## src/rtl/mips_pkg.sv

```systemverilog
// Shared definitions for the MiniMIPS fetch path: instruction/immediate widths,
// the default halt encoding and the fetch sequencer state type.
package mips_pkg;

    localparam int INSTR_W = 16;
    localparam int IMM_W   = 6;

    localparam logic [INSTR_W-1:0] HALT_INSTR_DEFAULT = 16'hFFFF;

    typedef enum logic [1:0] {
        IDLE,
        FETCH,
        ISSUE,
        HALT
    } fetch_state_t;

endpackage

```

## src/rtl/mips_next_pc.sv

```systemverilog
// Next-PC selection for the fetch unit: sequential PC + 1, or PC + 1 plus the
// sign-extended branch Imm when the accepted branch is taken. Sums wrap mod 2^PC_W.
module mips_next_pc
    import mips_pkg::*;
#(
    parameter int PC_W = 8
) (
    input  logic [PC_W-1:0]  pc,
    input  logic             branch_taken,
    input  logic [IMM_W-1:0] branch_imm,
    output logic [PC_W-1:0]  next_pc
);

    logic [PC_W-1:0] imm_sext;
    logic [PC_W-1:0] pc_seq;

    assign imm_sext = {{(PC_W-IMM_W){branch_imm[IMM_W-1]}}, branch_imm};
    assign pc_seq   = pc + PC_W'(1);
    assign next_pc  = branch_taken ? (pc_seq + imm_sext) : pc_seq;

endmodule

```

## src/rtl/mips_fetch_unit.sv

```systemverilog
// Instruction-fetch sequencer: owns the PC, reads the synchronous instruction ROM
// and offers one instruction at a time to the datapath over valid/ready.
module mips_fetch_unit
    import mips_pkg::*;
#(
    parameter int                 PC_W       = 8,
    parameter logic [PC_W-1:0]    RESET_PC   = '0,
    parameter logic [INSTR_W-1:0] HALT_INSTR = HALT_INSTR_DEFAULT
) (
    input  logic               clk,
    input  logic               reset,
    input  logic               start,
    output logic [PC_W-1:0]    imem_addr,
    input  logic [INSTR_W-1:0] imem_rdata,
    output logic [INSTR_W-1:0] instr_out,
    output logic               instr_valid,
    input  logic               instr_ready,
    input  logic               branch_taken,
    input  logic [IMM_W-1:0]   branch_imm,
    output logic [PC_W-1:0]    pc_out,
    output logic               busy,
    output logic               done
);

    fetch_state_t    state, state_next;
    logic [PC_W-1:0] pc;
    logic [PC_W-1:0] pc_target;
    logic [PC_W-1:0] branch_pc;
    logic            load_pc;
    logic            handshake;

    assign handshake = (state == ISSUE) && instr_valid && instr_ready;

    mips_next_pc #(.PC_W(PC_W)) u_next_pc (
        .pc           (pc),
        .branch_taken (branch_taken),
        .branch_imm   (branch_imm),
        .next_pc      (branch_pc)
    );

    always_comb begin
        // NOTE: every output of this block gets a default first so no path can infer a latch.
        state_next = state;
        pc_target  = pc;
        load_pc    = 1'b0;
        case (state)
            IDLE: begin
                if (start) begin
                    state_next = FETCH;
                    pc_target  = RESET_PC;
                    load_pc    = 1'b1;
                end
            end
            FETCH: begin
                state_next = (imem_rdata == HALT_INSTR) ? HALT : ISSUE;
            end
            ISSUE: begin
                if (handshake) begin
                    state_next = FETCH;
                    pc_target  = branch_pc;
                    load_pc    = 1'b1;
                end
            end
            HALT: begin
                if (start) begin
                    state_next = FETCH;
                    pc_target  = RESET_PC;
                    load_pc    = 1'b1;
                end
            end
            default: state_next = IDLE;
        endcase
    end

    // The ROM sees the new target in the cycle that decides it, so its data is
    // ready during FETCH and an instruction can issue every second cycle.
    assign imem_addr = pc_target;
    assign pc_out    = pc;
    assign busy      = (state == FETCH) || (state == ISSUE);

    always_ff @(posedge clk or posedge reset) begin
        // NOTE: sequential state uses non-blocking assignments so all registers update together.
        if (reset) begin
            state <= IDLE;
        end else begin
            state <= state_next;
        end
    end

    always_ff @(posedge clk or posedge reset) begin
        if (reset) begin
            pc          <= RESET_PC;
            instr_out   <= '0;
            instr_valid <= 1'b0;
            done        <= 1'b0;
        end else begin
            if (load_pc) begin
                pc <= pc_target;
            end
            if (state == FETCH) begin
                instr_out   <= imem_rdata;
                instr_valid <= (imem_rdata != HALT_INSTR);
                if (imem_rdata == HALT_INSTR) begin
                    done <= 1'b1;
                end
            end
            if (handshake) begin
                instr_valid <= 1'b0;
            end
            if ((state == HALT) && start) begin
                done <= 1'b0;
            end
        end
    end

endmodule

```

## config.mk

```make
export PLATFORM = sky130hd
export DESIGN_NAME = mips_fetch_unit
export DESIGN_NICKNAME = d
export VERILOG_FILES = /design/src/rtl/mips_pkg.sv /design/src/rtl/mips_next_pc.sv /design/src/rtl/mips_fetch_unit.sv
export SDC_FILE = /design/constraint.sdc
export NUM_CORES = 1
export LEC_CHECK = 0
export CAP_MARGIN = 20
export CELL_PAD_IN_SITES_DETAIL_PLACEMENT = 2
export CELL_PAD_IN_SITES_GLOBAL_PLACEMENT = 2
export CORE_ASPECT_RATIO = 1.1
export CORE_MARGIN = 10
export CORE_UTILIZATION = 27
export CTS_BUF_LIST = sky130_fd_sc_hd__clkbuf_8 sky130_fd_sc_hd__clkbuf_16
export DETAILED_ROUTE_END_ITERATION = 10
export PLACE_DENSITY = 0.87
export SLEW_MARGIN = 10
export SYNTH_ARGS = -nofsm -noshare
export SYNTH_HDL_FRONTEND = slang
export SYNTH_HIERARCHICAL = 1
export SYNTH_SLANG_ARGS = --single-unit
export TNS_END_PERCENT = 50
```

## constraint.sdc

```tcl
create_clock -name clk -period 3.6 [get_ports clk]
set_clock_uncertainty 0.15 [all_clocks]
set_input_delay 0.72 -clock clk [delete_from_list [all_inputs] [get_ports clk]]
set_output_delay 0.72 -clock clk [all_outputs]
set_load 0.02 [all_outputs]
```

==> out/metrics.csv, run 1 <==
metric,value,unit
hold_viol,0,
crit_fanout,4,
final_net_count,306,
synthFlopType,dfrtp_1,
max_slew_margin,43.61,%
drt_wl_total,6679,um
worst_slew_pin_slew,0.8458,ns
crit_path_end_kind,output port,
slew_violations,0,
syn_area_per_cell,10.20,um^2
grt_pass1_wl,10410,um
rsz0062_at_grt,yes,
critical_path_required,2.73,ns
ys_seq_area_share,38.81,%
ys_seq_elements,28,
cts_buffer_depth,2,
clkLatencyLatePin,0.27,ns
start_util,27.54,%
synthDominantCellAreaShare,38.81,%
fill_cells,701,
instances_no_fill,346,
areaGrowthSynthToFinish,63.34,%
period_share,100.8,%
die-area,0.01036,mm^2
arrival,2.76,ns
row_count,31,
startpoint_type,register,
fmax,275.6,MHz
gr-usage-all-layers,11.82,%
criticalPathCategory,reg2out,
r2r_slack,1.08,ns
dp.cells,341,
fp.dieW,97.97,um
cts_root_buf,clkbuf_8,
diodes,0,
drc,0,
port_buffers,61,
post-dp-hpwl,5137,um
antenna_left,0,
hold_buffers,0,
yosysTopAreaCell,dfrtp_1,
setup-tns-final,-0.02859,ns
synthDistinctLibCells,41,
cts_max_level,1,
synthesis.area,0.001805,mm^2
whs,0.3691,ns
synth_fp_nets,218,
drtPass1Iterations,3,
leakagePower,1.245,nW
layout_commonest_cell,clkdlybuf4s50_1,
fin_area,0.002949,mm^2
antenna_found_initial,0,
yosys-top-cells-area,"dfrtp_1 39%, mux2_2 11%, ha_1 9.0%, o21ai_0 5.8%, inv_1 3.1%",
core-area,0.006555,mm^2
numClockSinks,28,
io_pins,62,
grt_max_degree,29,
status,finished with violations,
die_y,105.8,um
vias_per_cell,4.905,
setup_viol_count_final,1,
synth_cells,177,
fin_crit,3.629,ns
worst_slack,-0.02859,ns
place_area,0.002685,mm^2
cts_buffers,3,
async_reset_ff_share,100.0,%
maxCapViolCount,0,
grt_overflow,0,
final_layout_size_suffix_gt1_share,31.44,%
synth-edff-count,0,
wl_per_cell,19.30,um
gp_congestion,0.7117,
cts_tree,built,
clk_pin_slew,0.10,ns
violations,setup timing,
yosysWarnings,6,
final_cell_mix,"51 x clkdlybuf4s50_1, 28 x dfrtp_1, 28 x buf_4",
hold_class,reg2reg,
vdd_drop_max,0.3552,mV
vias,1697,
drtIter0Drc,43,
grt_pass1_vias,2080,
power.density,936.5,mW/mm^2
-- final timing paths --
path | startpoint | cells after the start | endpoint
worst max-delay path | pc_out[0] | 12 | imem_addr[7]
worst min-delay path | instr_out[14] | 1 | instr_out[14]
worst max register to register | pc_out[0] | 11 | pc_out[7]
worst min register to register | instr_out[14] | 1 | instr_out[14]
max in group asynchronous | reset | 3 | instr_out[0]
min in group asynchronous | reset | 3 | instr_out[4]
-- worst max-delay path: stages, from the launching register on --
cell and delay [ns]:
dfrtp_1 0.37, ha_2 0.21, nand3_4 0.10, o21a_1 0.20, or2_4 0.25, ha_4 0.23, a21o_1 0.17, or3_4 0.36
o2111ai_2 0.11, xnor2_1 0.15, nand2_1 0.09, o21ai_1 0.10, buf_4 0.16
-- final cells by class --
type / count / area, um^2 / area share, %
well taps: 82 / 102.6 / 3.479
clock buffers: 3 / 41.29 / 1.400
repair buffers: 87 / 788.3 / 26.73
clock inverters: 1 / 30.03 / 1.018
inverters: 15 / 56.30 / 1.909
multi-input cells: 130 / 1230 / 41.71
flip-flops and latches: 28 / 700.7 / 23.76
-- metal layers --
layer / share of wire (%) / routed length, um / up-vias / global-route usage, %
met5: 0 / 0 / - / 0
met4: 0.36 / 24 / 0 / 1.871
met3: 9.7 / 648 / 2 / 5.748
met2: 53 / 3570 / 47 / 22.64
met1: 36 / 2436 / 842 / 11.20
li1: - / - / 806 / -
-- registers in the layout, indices dropped and copies added (netlist names) --
name	cells
instr_out	16
pc_out	8
state	2
done	1
instr_valid	1
-- Yosys cell counts (3+ instances only) --
master,n
nor3_1,3
inv_1,15
dfrtp_1,28
a21oi_1,7
a21o_1,3
ha_1,13
nand3_1,4
xor2_1,5
xnor2_1,4
nand2_1,13
o21ai_0,21
o21ai_1,4
mux2_2,17
nand4_1,4
nor2_1,5
-- kinds of logic (layout without fill, tap and decap cells) --
| logic type | after synthesis | after routing | share of synthesized area [%] |
|---|---|---|---|
| fa+ha+maj | 14 | 14 | 10.12 |
| buf+inv | 19 | 106 | 4.296 |
| mux | 18 | 18 | 11.23 |
| simple gates | 38 | 38 | 11.78 |
| compound gates | 51 | 51 | 19.40 |
| flops | 28 | 28 | 38.81 |
| xor+xnor | 9 | 9 | 4.366 |
-- power breakdown --
| part | internal, mW | switching, mW | leakage [nW] |
|---|---|---|---|
| Sequential | 0.463 | 0.100 | 0.344 |
| Combinational | 0.959 | 0.989 | 0.866 |
| Clock | 0.149 | 0.101 | 0.0357 |
| Total | 1.57 | 1.19 | 1.25 |
-- through the flow --
step	total power [mW]	utilization, %	worst slack (ns)
2_1_floorplan	1.542	-	0.05070
3_3_place_gp	2.249	40.96	-0.6255
3_5_place_dp	2.316	40.96	-0.7136
4_1_cts	2.636	42.68	-0.1201
5_1_grt	2.976	44.99	-0.1684
6_report	2.762	44.99	-0.02859
-- timing repair --
action / CTS / global route
gates cloned: 0 / 0
pin swaps: 7 / 13
resized for setup: 42 / 26
setup buffers: 0 / 1
setup endpoints to repair: 7 / 6
(Power assumes the default switching activity.)
==> run 2, diff against run 1 <==
--- a/config.mk
+++ b/config.mk
@@ -5,7 +5,6 @@
 export SDC_FILE = /design/constraint.sdc
 export NUM_CORES = 1
 export LEC_CHECK = 0
-export CAP_MARGIN = 20
 export CELL_PAD_IN_SITES_DETAIL_PLACEMENT = 2
 export CELL_PAD_IN_SITES_GLOBAL_PLACEMENT = 2
 export CORE_ASPECT_RATIO = 1.1
==> results of run 2 <==
Final layout, timing and power as in run 1 (identical DEF).
